===== src/rtl/uart_frame_sender.sv =====
// Frame sender: streams SYNC, 16-bit length, payload read from memory and an XOR checksum to the uart.
// Latency: first oTxSend one cycle after an accepted start; next byte 1 cycle (header/CSUM) or 2 cycles (payload) after iTxDone.
// Backpressure: one byte in flight; each byte waits for the uart's iTxDone before the next is issued.
module uart_frame_sender #(
  parameter int          ADDR_WIDTH = 16,
  parameter logic [7:0]  SYNC_BYTE  = 8'hA5
) (
  input  logic                  iClock,
  input  logic                  iReset,
  input  logic                  iStartSignal,
  input  logic [ADDR_WIDTH-1:0] iLength,
  input  logic                  iTxDone,
  input  logic [7:0]            iMemData,
  output logic [ADDR_WIDTH-1:0] oAddress,
  output logic [7:0]            oTxData,
  output logic                  oTxSend,
  output logic                  oBusy,
  output logic                  oFinished
);

  // Byte states issue a write strobe; each is followed by its own wait state
  // so the wait knows which byte comes next without extra bookkeeping.
  typedef enum logic [3:0] {
    S_IDLE,
    S_SYNC,
    S_WAIT_SYNC,
    S_LEN_HI,
    S_WAIT_LEN_HI,
    S_LEN_LO,
    S_WAIT_LEN_LO,
    S_FETCH,
    S_DATA,
    S_WAIT_DATA,
    S_CSUM,
    S_WAIT_CSUM,
    S_DONE
  } state_e;

  state_e state_q, state_d;

  // Datapath registers
  logic [ADDR_WIDTH-1:0] len_q, len_d;    // payload length latched at start
  logic [ADDR_WIDTH-1:0] cnt_q, cnt_d;    // payload bytes already written
  logic [ADDR_WIDTH-1:0] addr_q, addr_d;  // memory read address
  logic [7:0]            csum_q, csum_d;  // running XOR of payload bytes
  logic [7:0]            txd_q, txd_d;    // last byte written, held during waits

  // The length is always sent as two bytes, resized to 16 bits.
  logic [15:0] len16;
  assign len16 = 16'(len_q);

  logic       start_ok;
  logic       send_vld;
  logic [7:0] send_dat;
  logic       last_byte;

  assign start_ok  = (state_q == S_IDLE) && iStartSignal;
  // cnt_q already includes the byte just written, so equality means the payload is complete.
  assign last_byte = (cnt_q == len_q);

  // State register; reset aborts any frame in progress immediately.
  always_ff @(posedge iClock or negedge iReset) begin
    if (!iReset) begin
      state_q <= S_IDLE;
    end else begin
      state_q <= state_d;
    end
  end

  // Next-state logic; iTxDone only counts in wait states, so a done pulse in a
  // strobe cycle (belonging to an earlier byte) or in IDLE is dropped.
  always_comb begin
    state_d = state_q;
    unique case (state_q)
      S_IDLE:        if (iStartSignal) state_d = S_SYNC;
      S_SYNC:        state_d = S_WAIT_SYNC;
      S_WAIT_SYNC:   if (iTxDone) state_d = S_LEN_HI;
      S_LEN_HI:      state_d = S_WAIT_LEN_HI;
      S_WAIT_LEN_HI: if (iTxDone) state_d = S_LEN_LO;
      S_LEN_LO:      state_d = S_WAIT_LEN_LO;
      S_WAIT_LEN_LO: begin
        if (iTxDone) state_d = (len_q != '0) ? S_FETCH : S_CSUM;
      end
      S_FETCH:       state_d = S_DATA;
      S_DATA:        state_d = S_WAIT_DATA;
      S_WAIT_DATA: begin
        if (iTxDone) state_d = last_byte ? S_CSUM : S_FETCH;
      end
      S_CSUM:        state_d = S_WAIT_CSUM;
      S_WAIT_CSUM:   if (iTxDone) state_d = S_DONE;
      S_DONE:        state_d = S_IDLE;
      default:       state_d = S_IDLE;
    endcase
  end

  // Output decode; in strobe states the byte is driven directly so the uart
  // sees it in the same cycle as oTxSend, otherwise the held copy is shown.
  always_comb begin
    send_vld  = 1'b0;
    send_dat  = txd_q;
    oBusy     = 1'b1;
    oFinished = 1'b0;
    unique case (state_q)
      S_IDLE: oBusy = 1'b0;
      S_SYNC: begin
        send_vld = 1'b1;
        send_dat = SYNC_BYTE;
      end
      S_LEN_HI: begin
        send_vld = 1'b1;
        send_dat = len16[15:8];
      end
      S_LEN_LO: begin
        send_vld = 1'b1;
        send_dat = len16[7:0];
      end
      S_DATA: begin
        send_vld = 1'b1;
        send_dat = iMemData;
      end
      S_CSUM: begin
        send_vld = 1'b1;
        send_dat = csum_q;
      end
      S_DONE: begin
        oBusy     = 1'b0;
        oFinished = 1'b1;
      end
      default: ;
    endcase
  end

  assign oTxSend  = send_vld;
  assign oTxData  = send_dat;
  assign oAddress = addr_q;

  // Datapath next-state: latch length and restart counters on start, fold each
  // payload byte into the checksum, advance the address only between payload bytes.
  always_comb begin
    len_d  = len_q;
    cnt_d  = cnt_q;
    addr_d = addr_q;
    csum_d = csum_q;
    txd_d  = txd_q;
    if (start_ok) begin
      len_d  = iLength;
      cnt_d  = '0;
      addr_d = '0;
      csum_d = 8'h00;
    end
    if (send_vld) begin
      txd_d = send_dat;
    end
    if (state_q == S_DATA) begin
      csum_d = csum_q ^ iMemData;
      cnt_d  = cnt_q + 1'b1;
    end
    // Address stops at length-1, so a 0xFFFF frame never wraps.
    if ((state_q == S_WAIT_DATA) && iTxDone && !last_byte) begin
      addr_d = addr_q + 1'b1;
    end
  end

  // Datapath registers.
  always_ff @(posedge iClock or negedge iReset) begin
    if (!iReset) begin
      len_q  <= '0;
      cnt_q  <= '0;
      addr_q <= '0;
      csum_q <= 8'h00;
      txd_q  <= 8'h00;
    end else begin
      len_q  <= len_d;
      cnt_q  <= cnt_d;
      addr_q <= addr_d;
      csum_q <= csum_d;
      txd_q  <= txd_d;
    end
  end

endmodule

===== config.mk =====
export PLATFORM = sky130hd
export DESIGN_NAME = uart_frame_sender
export DESIGN_NICKNAME = d
export VERILOG_FILES = /design/src/rtl/uart_frame_sender.sv
export SDC_FILE = /design/constraint.sdc
export NUM_CORES = 1
export LEC_CHECK = 0
export ABC_CLOCK_PERIOD_IN_PS = 4019
export BUFFER_PORTS_ARGS = -buffer_cell sky130_fd_sc_hd__buf_2
export CORE_MARGIN = 2
export CORE_UTILIZATION = 58
export DETAILED_ROUTE_END_ITERATION = 12
export PLACE_DENSITY_LB_ADDON = 0.08
export SETUP_SLACK_MARGIN = 0.5
export SKIP_LAST_GASP = 1
export SYNTH_ARGS = -nofsm -noshare
export SYNTH_HDL_FRONTEND = slang
export SYNTH_SLANG_ARGS = --single-unit

===== constraint.sdc =====
create_clock -name iClock -period 4.02 [get_ports iClock]
set_clock_uncertainty 0.1 [all_clocks]
set_input_delay 0.804 -clock iClock [delete_from_list [all_inputs] [get_ports iClock]]
set_output_delay 0.804 -clock iClock [all_outputs]
set_load 0.005 [all_outputs]

# Word level (Yosys, flattened, before mapping)
# Index checks and enable logic that the tools add are counted.
# Widths: inputs -> output; s select.
# totals
ff_bits	68
n_memories	0
rom_bits	0
latchBits	0
ram_bits	0
# classes
shift	0
eq_ne	19
magnitude_cmp	0
n_mul	0
n_bitwise	1
reduce_logical	11
mux	18
div	0
n_addsub	2
# ops
cell	n
$mux 16	3
$pmux 4 s12	1
$pmux 8 s5	1
$add 16x1->16 const B	2
$mux 4	8
$eq 4x4->1 const B	5
$eq 16x16->1	1
$eq 4x3->1 const B	4
$mux 8	2
$reduce_bool 16->1	1
$ne 2x2->1 const B	6
$eq 4x2->1 const B	2
$xor 8x8->8	1
$reduce_and 6->1	1
$reduce_or 5->1	1
$eq 4x1->1 const B	1
$logic_not 4->1	1
$reduce_bool 2->1	2
$logic_and 1x1->1	3
$mux 1	3
$reduce_or 2->1	1
$logic_not 1->1	1

# Logic depth before layout (Yosys ltp)
# Gate-level depths: netlist of run 1.
# depth
ltp_word	4
ltp_mapped	7
mapped_depth_nobuf	6

# Worst setup path after synthesis of run 1
# No wires, ideal clock.
# synth_timing
path_type	register to output
from	register state_q[2]
to	output port oTxData[4]
required_ns	3.116
slack_ns	1.531
t_arrival_ns	1.585
path_stages_with_launch	7
cell_sequence	dfrtp_1 -> buf_2 -> nand2b_1 -> nor2_1 -> a21oi_2 -> buf_2 -> a221o_1
# synth_between
elab_chain_len	2
# synth_rtl
element	line_no	source
start, declared	39	state_e state_q, state_d;
start signal, assigned	66	state_q <= state_d;
$eq 4x4->1 (tied with other cells)	103	unique case (state_q)
$pmux 8 s5 (*)	103	
end, declared	15	output logic [7:0] oTxData,
# Mark *: on every way between the ends. The rest lies on a longest branch, timed or not.

# Worst setup path in the final report of run 1
# layout_timing
from	register state_q[2]
to	output port oTxData[2]
# Same word-level chain as after synthesis.

==> impl_metrics.tcl, run 1 <==
set metrics [dict create \
    arrival_ns 2.37 \
    rows 29 \
    hold_viol 0 \
    timing.final.ws_setup_ns 0.747 \
    holdWs_ns 0.372 \
    crit_required_ns 3.12 \
    synthAdderAreaFrac_pct 0.663 \
    design_area_mm2 0.00426 \
    path_cells "nand2b_1 -> nor2_4 -> a21oi_2 -> a22oi_1 -> o21ai_0 -> buf_2" \
    wl_per_cell_um 17.1 \
    synth_cell_types 55 \
    worst_pin_slew_ns 1.00 \
    timing.fmax_mhz 306 \
    synth_top_family_by_area "simple AND/OR/NAND/NOR gates" \
    cts-root-buf "clkbuf_8" \
    crit_path_top_delay_cell "dfrtp_1" \
    final_common_cell "dfrtp_1" \
    yosys.area_share.simple_pct 20.8 \
    drt_iter0_markers 274 \
    grt_max_degree 43 \
    boundaryPins 55 \
    synth_fp_nets 409 \
    ys_async_sr_fraction_pct 100 \
    rsz0062_at_grt "false" \
    cp-start-kind "flop" \
    yosys.area.top_type_share_pct 45.1 \
    core_area_mm2 0.00631 \
    synthXorXnorAreaFrac_pct 4.41 \
    dpl.cell_count 494 \
    placed_cell_area_mm2 0.00407 \
    dieArea_mm2 0.00717 \
    post_cts_buffers 0 \
    synthMuxAreaShare_pct 7.59 \
    areaGrowthSynthToFinish_pct 12.7 \
    syn-instance-count 379 \
    drive_above_1_share_pct 20.1 \
    period_share_pct 81.4 \
    clock_path_buffers 2 \
    numCtsBuffers 9 \
    insertedDiodeCount 0 \
    min_path_type "in -> async" \
    setup_viol 0 \
    die_h_um 84.7 \
    via_count 3192 \
    grt_pass1_vias 3000 \
    start_util_pct 59.8 \
    critPathMaxStageDelay_ns 0.59 \
    synthTopCellsByArea "dfrtp_1 (45%), a221o_1 (4.5%), mux2_1 (4.5%)" \
    clkLatencyLatePin_ns 0.35 \
    ir_drop_uv 390 \
    avgSynthCellArea_um2 9.96 \
    yosysWarningCount 0 \
    antenna_found_initial 0 \
    path_clk_slew_ns 0.07 \
    power_mw 2.81 \
    seq_area_frac_synth_pct 45.1 \
    routed_wirelength_um 8720 \
    drc_errors 0 \
    cts_htree_levels 3 \
    status "finished clean" \
    leakage_nw 1.98 \
    period_needed_ns 3.27 \
    critical_path.max_fanout 16 \
    die-width_um 84.7 \
    overflow 0 \
    synth-compound-area-share_pct 18.1 \
    ant_nets 0 \
    cts_tree "yes" \
    critPathKind "reg -> out" \
    dp_hpwl_um 5900 \
    fin_util_pct 67.4 \
    gp_congestion 0.835 \
    mappedNetlistArea_mm2 0.00377 \
    synth-seq-cells 68 \
    io_buffer_count 54 \
    via_per_inst 6.26 \
    worst_setup_path_end_kind "output port" \
    finalNetCount 458 \
    maxCapViolCount 0 \
    power_density_mw_per_mm2 661 \
    yosys.area.top_type "dfrtp_1" \
    synth_flop_cell "dfrtp_1" \
    layout_common_cells "dfrtp_1 (66), buf_2 (54), nand2_1 (33)" \
    finalSetupTns_ns 0 \
    grt_pass1_wl_um 14700 \
    synth_edf_count 0 \
    gr-usage-all-layers_pct 25.8 \
    drv_slew 0 \
    relSlewSlack_pct 32.9 \
    final_cells 510 \
    place_ws_ns 0.823 \
    cts_hold_buf 0 \
    drt_first_pass_iters 5 \
    ctsResizeCount 1 \
    clock-sinks 68 \
]
## state kept, by name, indices dropped and copies added (netlist names)
| register | count |
|---|---|
| len16 | 16 |
| oAddress | 16 |
| txd_q | 8 |
| cnt_q | 16 |
| state_q | 4 |
| csum_q | 8 |
## kinds of logic after synthesis
group,Yosys count
AND/OR/NAND/NOR,142
AO/OA/AOI/OAI,95
flip-flops,68
buffers and inverters,27
multiplexers,26
XOR/XNOR,19
adder cells (fa/ha/maj),2
## final timing paths
check	start	endpoint	slack [ns]	cells past startpoint
worst max-delay path	state_q[2]$_DFFE_PN0P_	oTxData[2]	0.75	6
max in group asynchronous	iReset	cnt_q[10]$_DFFE_PN0P_	2.49	2
worst min-delay path	iReset	csum_q[1]$_DFFE_PN0P_	0.37	1
worst min register to register	csum_q[4]$_DFFE_PN0P_	csum_q[4]$_DFFE_PN0P_	0.37	1
worst max register to register	state_q[2]$_DFFE_PN0P_	oAddress[2]$_DFFE_PN0P_	1.36	5
min in group iClock	csum_q[4]$_DFFE_PN0P_	csum_q[4]$_DFFE_PN0P_	0.37	1
## power breakdown
group	leakage [nW]	switching, mW	internal [mW]	total [mW]
Combinational	1.00	0.529	0.506	1.03
Clock	0.0887	0.248	0.287	0.535
Sequential	0.888	0.338	0.905	1.24
Total	1.98	1.11	1.70	2.81
## critical path, delay by kind of cell, from the launching register on
kind / cells / cell delay, ns
buf+inv: 1 / 0.14
compound gates: 3 / 0.87
simple gates: 2 / 0.43
flops: 1 / 0.59
## layout make-up
cell class              count  area [um2]
multi-input cells         284        1950
clock buffers              14         143
repair buffers             57         293
clock inverters             2        35.0
flip-flops and latches     68        1700
well taps                  77        96.3
fillers                   548        2060
inverters                   8        30.0
## metal layers
metal  part of all wire (%)  vias up  track usage, %
met4                    1.9        0            8.66
met1                     47     1543            36.5
met2                     46       98            39.4
met3                    5.6       16            6.19
met5                      0        -               0
li1                       -     1535               -
## Yosys cell counts (8+ instances only)
master / n
o21ai_1: 16
dfrtp_1: 68
o21ai_0: 17
and3_1: 9
xor2_1: 19
buf_2: 8
a22oi_1: 8
nor3_1: 12
nand3_1: 25
nor2_1: 15
nand4_1: 11
nand2_1: 33
a221o_1: 17
mux2_1: 15
(Power assumes the default switching activity.)
==> run 2, diff against run 1 <==
- ABC_CLOCK_PERIOD_IN_PS: 4019 -> 2600
- CORE_UTILIZATION: 58 -> 52
- clock period: 4.02 -> 2.6 ns (I/O delays scaled with it)
==> run 2 against run 1 <==
  * Final area increased by 18%
  * Global-route usage increased by 0.28 points
  * Power rose by 90%
  * Final cell count rose by 13%
  * Largest power group is now combinational logic
  * Die area is 11% higher
  * Worst hold slack lost 0.33 ns
  * Largest cell class unchanged
==> impl_metrics.tcl, run 2 (synthesis results as in run 1) <==
set metrics [dict create \
    status "finished clean" \
    clkLatencyLatePin_ns 0.34 \
    io_buffer_count 54 \
    rr_worst_depth 8 \
    timing.fmax_mhz 423 \
    rsz0062_at_grt "true" \
    design_area_mm2 0.00501 \
    grt_pass1_wl_um 15900 \
    clock_path_buffers 2 \
    arrival_ns 1.74 \
    core_area_mm2 0.00714 \
    drc_errors 0 \
    maxCapViolCount 0 \
    dieArea_mm2 0.00796 \
    cp-start-kind "flop" \
    p_comb_share_pct 50.8 \
    via_per_inst 6.06 \
    p_seq_share_pct 34.5 \
    areaGrowthSynthToFinish_pct 32.7 \
    cts-root-buf "clkbuf_8" \
    boundaryPins 55 \
    antenna_found_initial 0 \
    ir_drop_uv 485 \
    clock-sinks 68 \
    p_switching_mw 2.13 \
    placed_cell_area_mm2 0.00424 \
    final_common_cell "dfrtp_1" \
    relSlewSlack_pct 65.1 \
    gr-usage-all-layers_pct 26.1 \
    r2r_slack_ns 0.38 \
    dp_hpwl_um 6660 \
    routed_wirelength_um 10500 \
    drt_iter0_markers 256 \
    dpl.cell_count 531 \
    switching_share_pct 39.8 \
    worst_pin_slew_ns 0.524 \
    finalNetCount 504 \
    r2r-start "state_q[0]$_DFFE_PN0P_" \
    cts_tree "yes" \
    leakage_nw 2.35 \
    insertedDiodeCount 0 \
    timing.final.ws_setup_ns 0.237 \
    rows 31 \
    path_clk_slew_ns 0.08 \
    fin_util_pct 70.2 \
    drv_slew 0 \
    finalSetupTns_ns 0 \
    gp_congestion 0.858 \
    worst_setup_path_end_kind "output port" \
    crit_required_ns 1.98 \
    min_path_type "in -> async" \
    drive_above_1_share_pct 37.2 \
    numCtsBuffers 9 \
    holdWs_ns 0.0471 \
    power_mw 5.35 \
    ant_nets 0 \
    r2r_end "cnt_q[11]$_DFFE_PN0P_" \
    layout_common_cells "dfrtp_1 (64), buf_2 (53), buf_4 (32)" \
    overflow 0 \
    power_density_mw_per_mm2 1070 \
    period_share_pct 90.9 \
    cts_htree_levels 3 \
    wl_per_cell_um 18.2 \
    via_count 3499 \
    place_ws_ns 0.185 \
    final_cells 577 \
    drt_first_pass_iters 5 \
    critPathKind "reg -> out" \
    start_util_pct 52.9 \
    die_h_um 89.2 \
    p_clk_share_pct 14.6 \
    period_needed_ns 2.36 \
    p_int_mw 3.22 \
    grt_pass1_vias 3243 \
    critical_path.max_fanout 6 \
    die-width_um 89.2 \
    grt_max_degree 49 \
    hold_viol 0 \
    setup_viol 0 \
]
==> run 2: repair_timing <==
action | in CTS | in global routing
pin swaps | 10 | 14
gates cloned | 0 | 2
gates resized for setup | 41 | 42
endpoints found under the setup margin | 51 | 43
hold buffers | 0 | 0
buffers inserted | 16 | 13
==> run 2: worst max path at each step <==
stage | startpoint | to | slack [ns] | depth (start not counted)
2_1_floorplan | state_q[2]$_DFFE_PN0P_ | oTxData[4] | 0.52 | 6
3_3_place_gp | cnt_q[2]$_DFFE_PN0P_ | oAddress[7]$_DFFE_PN0P_ | 0.21 | 5
3_5_place_dp | cnt_q[0]$_DFFE_PN0P_ | oAddress[8]$_DFFE_PN0P_ | 0.18 | 5
4_1_cts | state_q[1]$_DFFE_PN0P_ | oTxData[1] | 0.26 | 4
5_1_grt | state_q[2]$_DFFE_PN0P_ | oTxData[7] | 0.14 | 7
6_report | state_q[0]$_DFFE_PN0P_ | oTxData[7] | 0.24 | 6
==> run 2: metal layers <==
layer / track usage (%) / wire [um] / up-vias
li1: - / - / 1637
met1: 36.3 / 4730 / 1734
met2: 42.3 / 5100 / 115
met3: 5.26 / 516 / 13
met4: 6.38 / 134 / 0
met5: 0 / 0 / -
==> run 2: power groups by stage <==
stage | combinational [mW] | clock, mW | sequential (mW)
3_3_place_gp | 1.89 | 0 | 1.79
6_report | 2.72 | 0.783 | 1.85
2_1_floorplan | 1.35 | 0 | 1.69
5_1_grt | 2.91 | 0.853 | 1.89
4_1_cts | 2.32 | 0.792 | 1.81
3_5_place_dp | 1.92 | 0 | 1.81
==> run 2: critical path: stages, from the launching register on <==
cell,delay [ns]
dfrtp_2,0.46
nor2b_4,0.17
buf_4,0.16
a22oi_1,0.21
o22ai_2,0.12
a21o_1,0.16
buf_2,0.12
==> run 2: cell type report <==
type,count,area [um2]
Multi-Input combinational cell,284,2190
Sequential cell,68,1710
Clock buffer,13,159
Inverter,8,37.5
Clock inverter,2,10.0
Timing Repair Buffer,103,779
Tap cell,99,124
Fill cell,534,2130
==> run 3, diff against run 2 <==
- GPL_TIMING_DRIVEN: default -> 0
- SETUP_SLACK_MARGIN: 0.5 -> 0.4
==> run 3 against run 2 <==
  * Clock power is 3% lower
  * Via count shrank 0.17%
  * Combinational power is 13% lower
  * Final area shrank 5.0%
  * Power fell by 7.0%
==> impl_metrics.tcl, run 3 (synthesis results as in run 1) <==
set metrics [dict create \
    status "finished clean" \
    cp-start-kind "flop" \
    drc_errors 0 \
    maxCapViolCount 0 \
    boundaryPins 55 \
    rows 31 \
    rsz0062_at_grt "true" \
    die-width_um 89.2 \
    min_path_type "in -> async" \
    antenna_found_initial 0 \
    clkLatencyLatePin_ns 0.34 \
    ant_nets 0 \
    p_clk_share_pct 15.4 \
    grt_pass1_wl_um 15400 \
    p_seq_share_pct 36.9 \
    crit_required_ns 1.98 \
    period_needed_ns 2.44 \
    grt_pass1_vias 3127 \
    multi_input_area_mm2 0.00211 \
    finalSetupTns_ns 0 \
    final_common_cell "dfrtp_1" \
    switching_share_pct 40.6 \
    period_share_pct 93.7 \
    gp_congestion 0.915 \
    p_switching_mw 2.02 \
    numCtsBuffers 9 \
    worst_pin_slew_ns 0.873 \
    routed_wirelength_um 9940 \
    via_per_inst 6.11 \
    overflow 0 \
    arrival_ns 1.82 \
    start_util_pct 52.9 \
    hold_viol 0 \
    critPathKind "reg -> out" \
    gr-usage-all-layers_pct 25.3 \
    cts-root-buf "clkbuf_8" \
    leakage_nw 2.19 \
    insertedDiodeCount 0 \
    regArea_mm2 0.00171 \
    grt.met2_usage_pct 40.9 \
    dp_hpwl_um 6450 \
    drive_above_1_share_pct 33.0 \
    path_clk_slew_ns 0.07 \
    worst_setup_path_end_kind "output port" \
    p_comb_share_pct 47.7 \
    die_h_um 89.2 \
    drt_iter0_markers 347 \
    drt_first_pass_iters 5 \
    layout_common_cells "dfrtp_1 (64), buf_2 (56), nand2_1 (31)" \
    drv_slew 0 \
    critical_path.max_fanout 7 \
    p_int_mw 2.95 \
    clock-sinks 68 \
    wl_per_cell_um 17.4 \
    io_buffer_count 54 \
    design_area_mm2 0.00476 \
    cts_tree "yes" \
    fillers 620 \
    via_count 3493 \
    setup_viol 0 \
    dieArea_mm2 0.00796 \
    met3_usage_pct 5.82 \
    grt.busiest_layer "met2" \
    ir_drop_uv 509 \
    core_area_mm2 0.00714 \
    clock_path_buffers 2 \
    use_met1_pct 34.2 \
    areaGrowthSynthToFinish_pct 26.0 \
    timing.fmax_mhz 411 \
    cts_htree_levels 3 \
    finalNetCount 498 \
    placed_cell_area_mm2 0.00417 \
    grt_max_degree 69 \
    power_density_mw_per_mm2 1040 \
    relSlewSlack_pct 41.8 \
]
## run 3: area by class of cell
cell class	count	share of cell area, %
well taps	99	2.60
repair buffers	79	10.0
multi-input cells	284	44.3
clock inverters	2	0.210
inverters	8	0.684
flip-flops and latches	68	35.9
plain buffers	18	3.10
clock buffers	14	3.21
## run 3: critical path, cell delays in order (launching register included)
cell	delay, ns
dfrtp_1	0.40
buf_4	0.15
inv_4	0.05
buf_8	0.11
nor2_4	0.05
a22oi_2	0.24
nor2_2	0.07
a221o_1	0.26
buf_2	0.13
## run 3: layer usage
| metal | wire (um) | up-vias |
|---|---|---|
| met5 | 0 | - |
| met4 | 195 | 0 |
| met3 | 717 | 20 |
| met2 | 4780 | 151 |
| li1 | - | 1619 |
| met1 | 4250 | 1703 |
## run 3: path summary, 6_finish.rpt
check / startpoint / end / slack, ns / cells after the start
max in group asynchronous: iReset / len16[5]$_DFFE_PN0P_ / 1.58 / 1
worst max-delay path: state_q[2]$_DFFE_PN0P_ / oTxData[6] / 0.16 / 8
worst max register to register: state_q[2]$_DFFE_PN0P_ / cnt_q[14]$_DFFE_PN0P_ / 0.39 / 8
worst min register to register: csum_q[6]$_DFFE_PN0P_ / csum_q[6]$_DFFE_PN0P_ / 0.37 / 1
min in group iClock: iLength[14] / len16[14]$_DFFE_PN0P_ / 0.29 / 2
worst min-delay path: iReset / csum_q[1]$_DFFE_PN0P_ / 0.17 / 1
## run 3: per-stage QoR
step	power, mW	setup slack, ns	util, %	std cells	hold WS [ns]
after floorplan	3.01	0.438	-	379	0.124
after global placement	3.57	0.0947	58.5	532	0.356
after detailed placement	3.62	0.104	58.5	532	0.364
after CTS	4.71	0.170	63.7	558	0.231
after global routing	5.30	0.102	66.7	572	0.260
final	4.97	0.164	66.7	572	0.168
## run 3: power groups by stage
stage | clock network [mW] | logic (mW) | registers, mW
after floorplan | 0 | 1.32 | 1.69
after global placement | 0 | 1.76 | 1.81
after detailed placement | 0 | 1.80 | 1.83
after CTS | 0.774 | 2.13 | 1.81
after global routing | 0.823 | 2.60 | 1.87
final | 0.763 | 2.37 | 1.83
## run 3: timing repair
action                     in CTS  in global routing
hold buffers                    0                  0
resized for setup              39                 32
setup buffers                  10                 14
setup endpoints to repair       9                 31
gates cloned                    0                  1
pin swaps                       9                 14
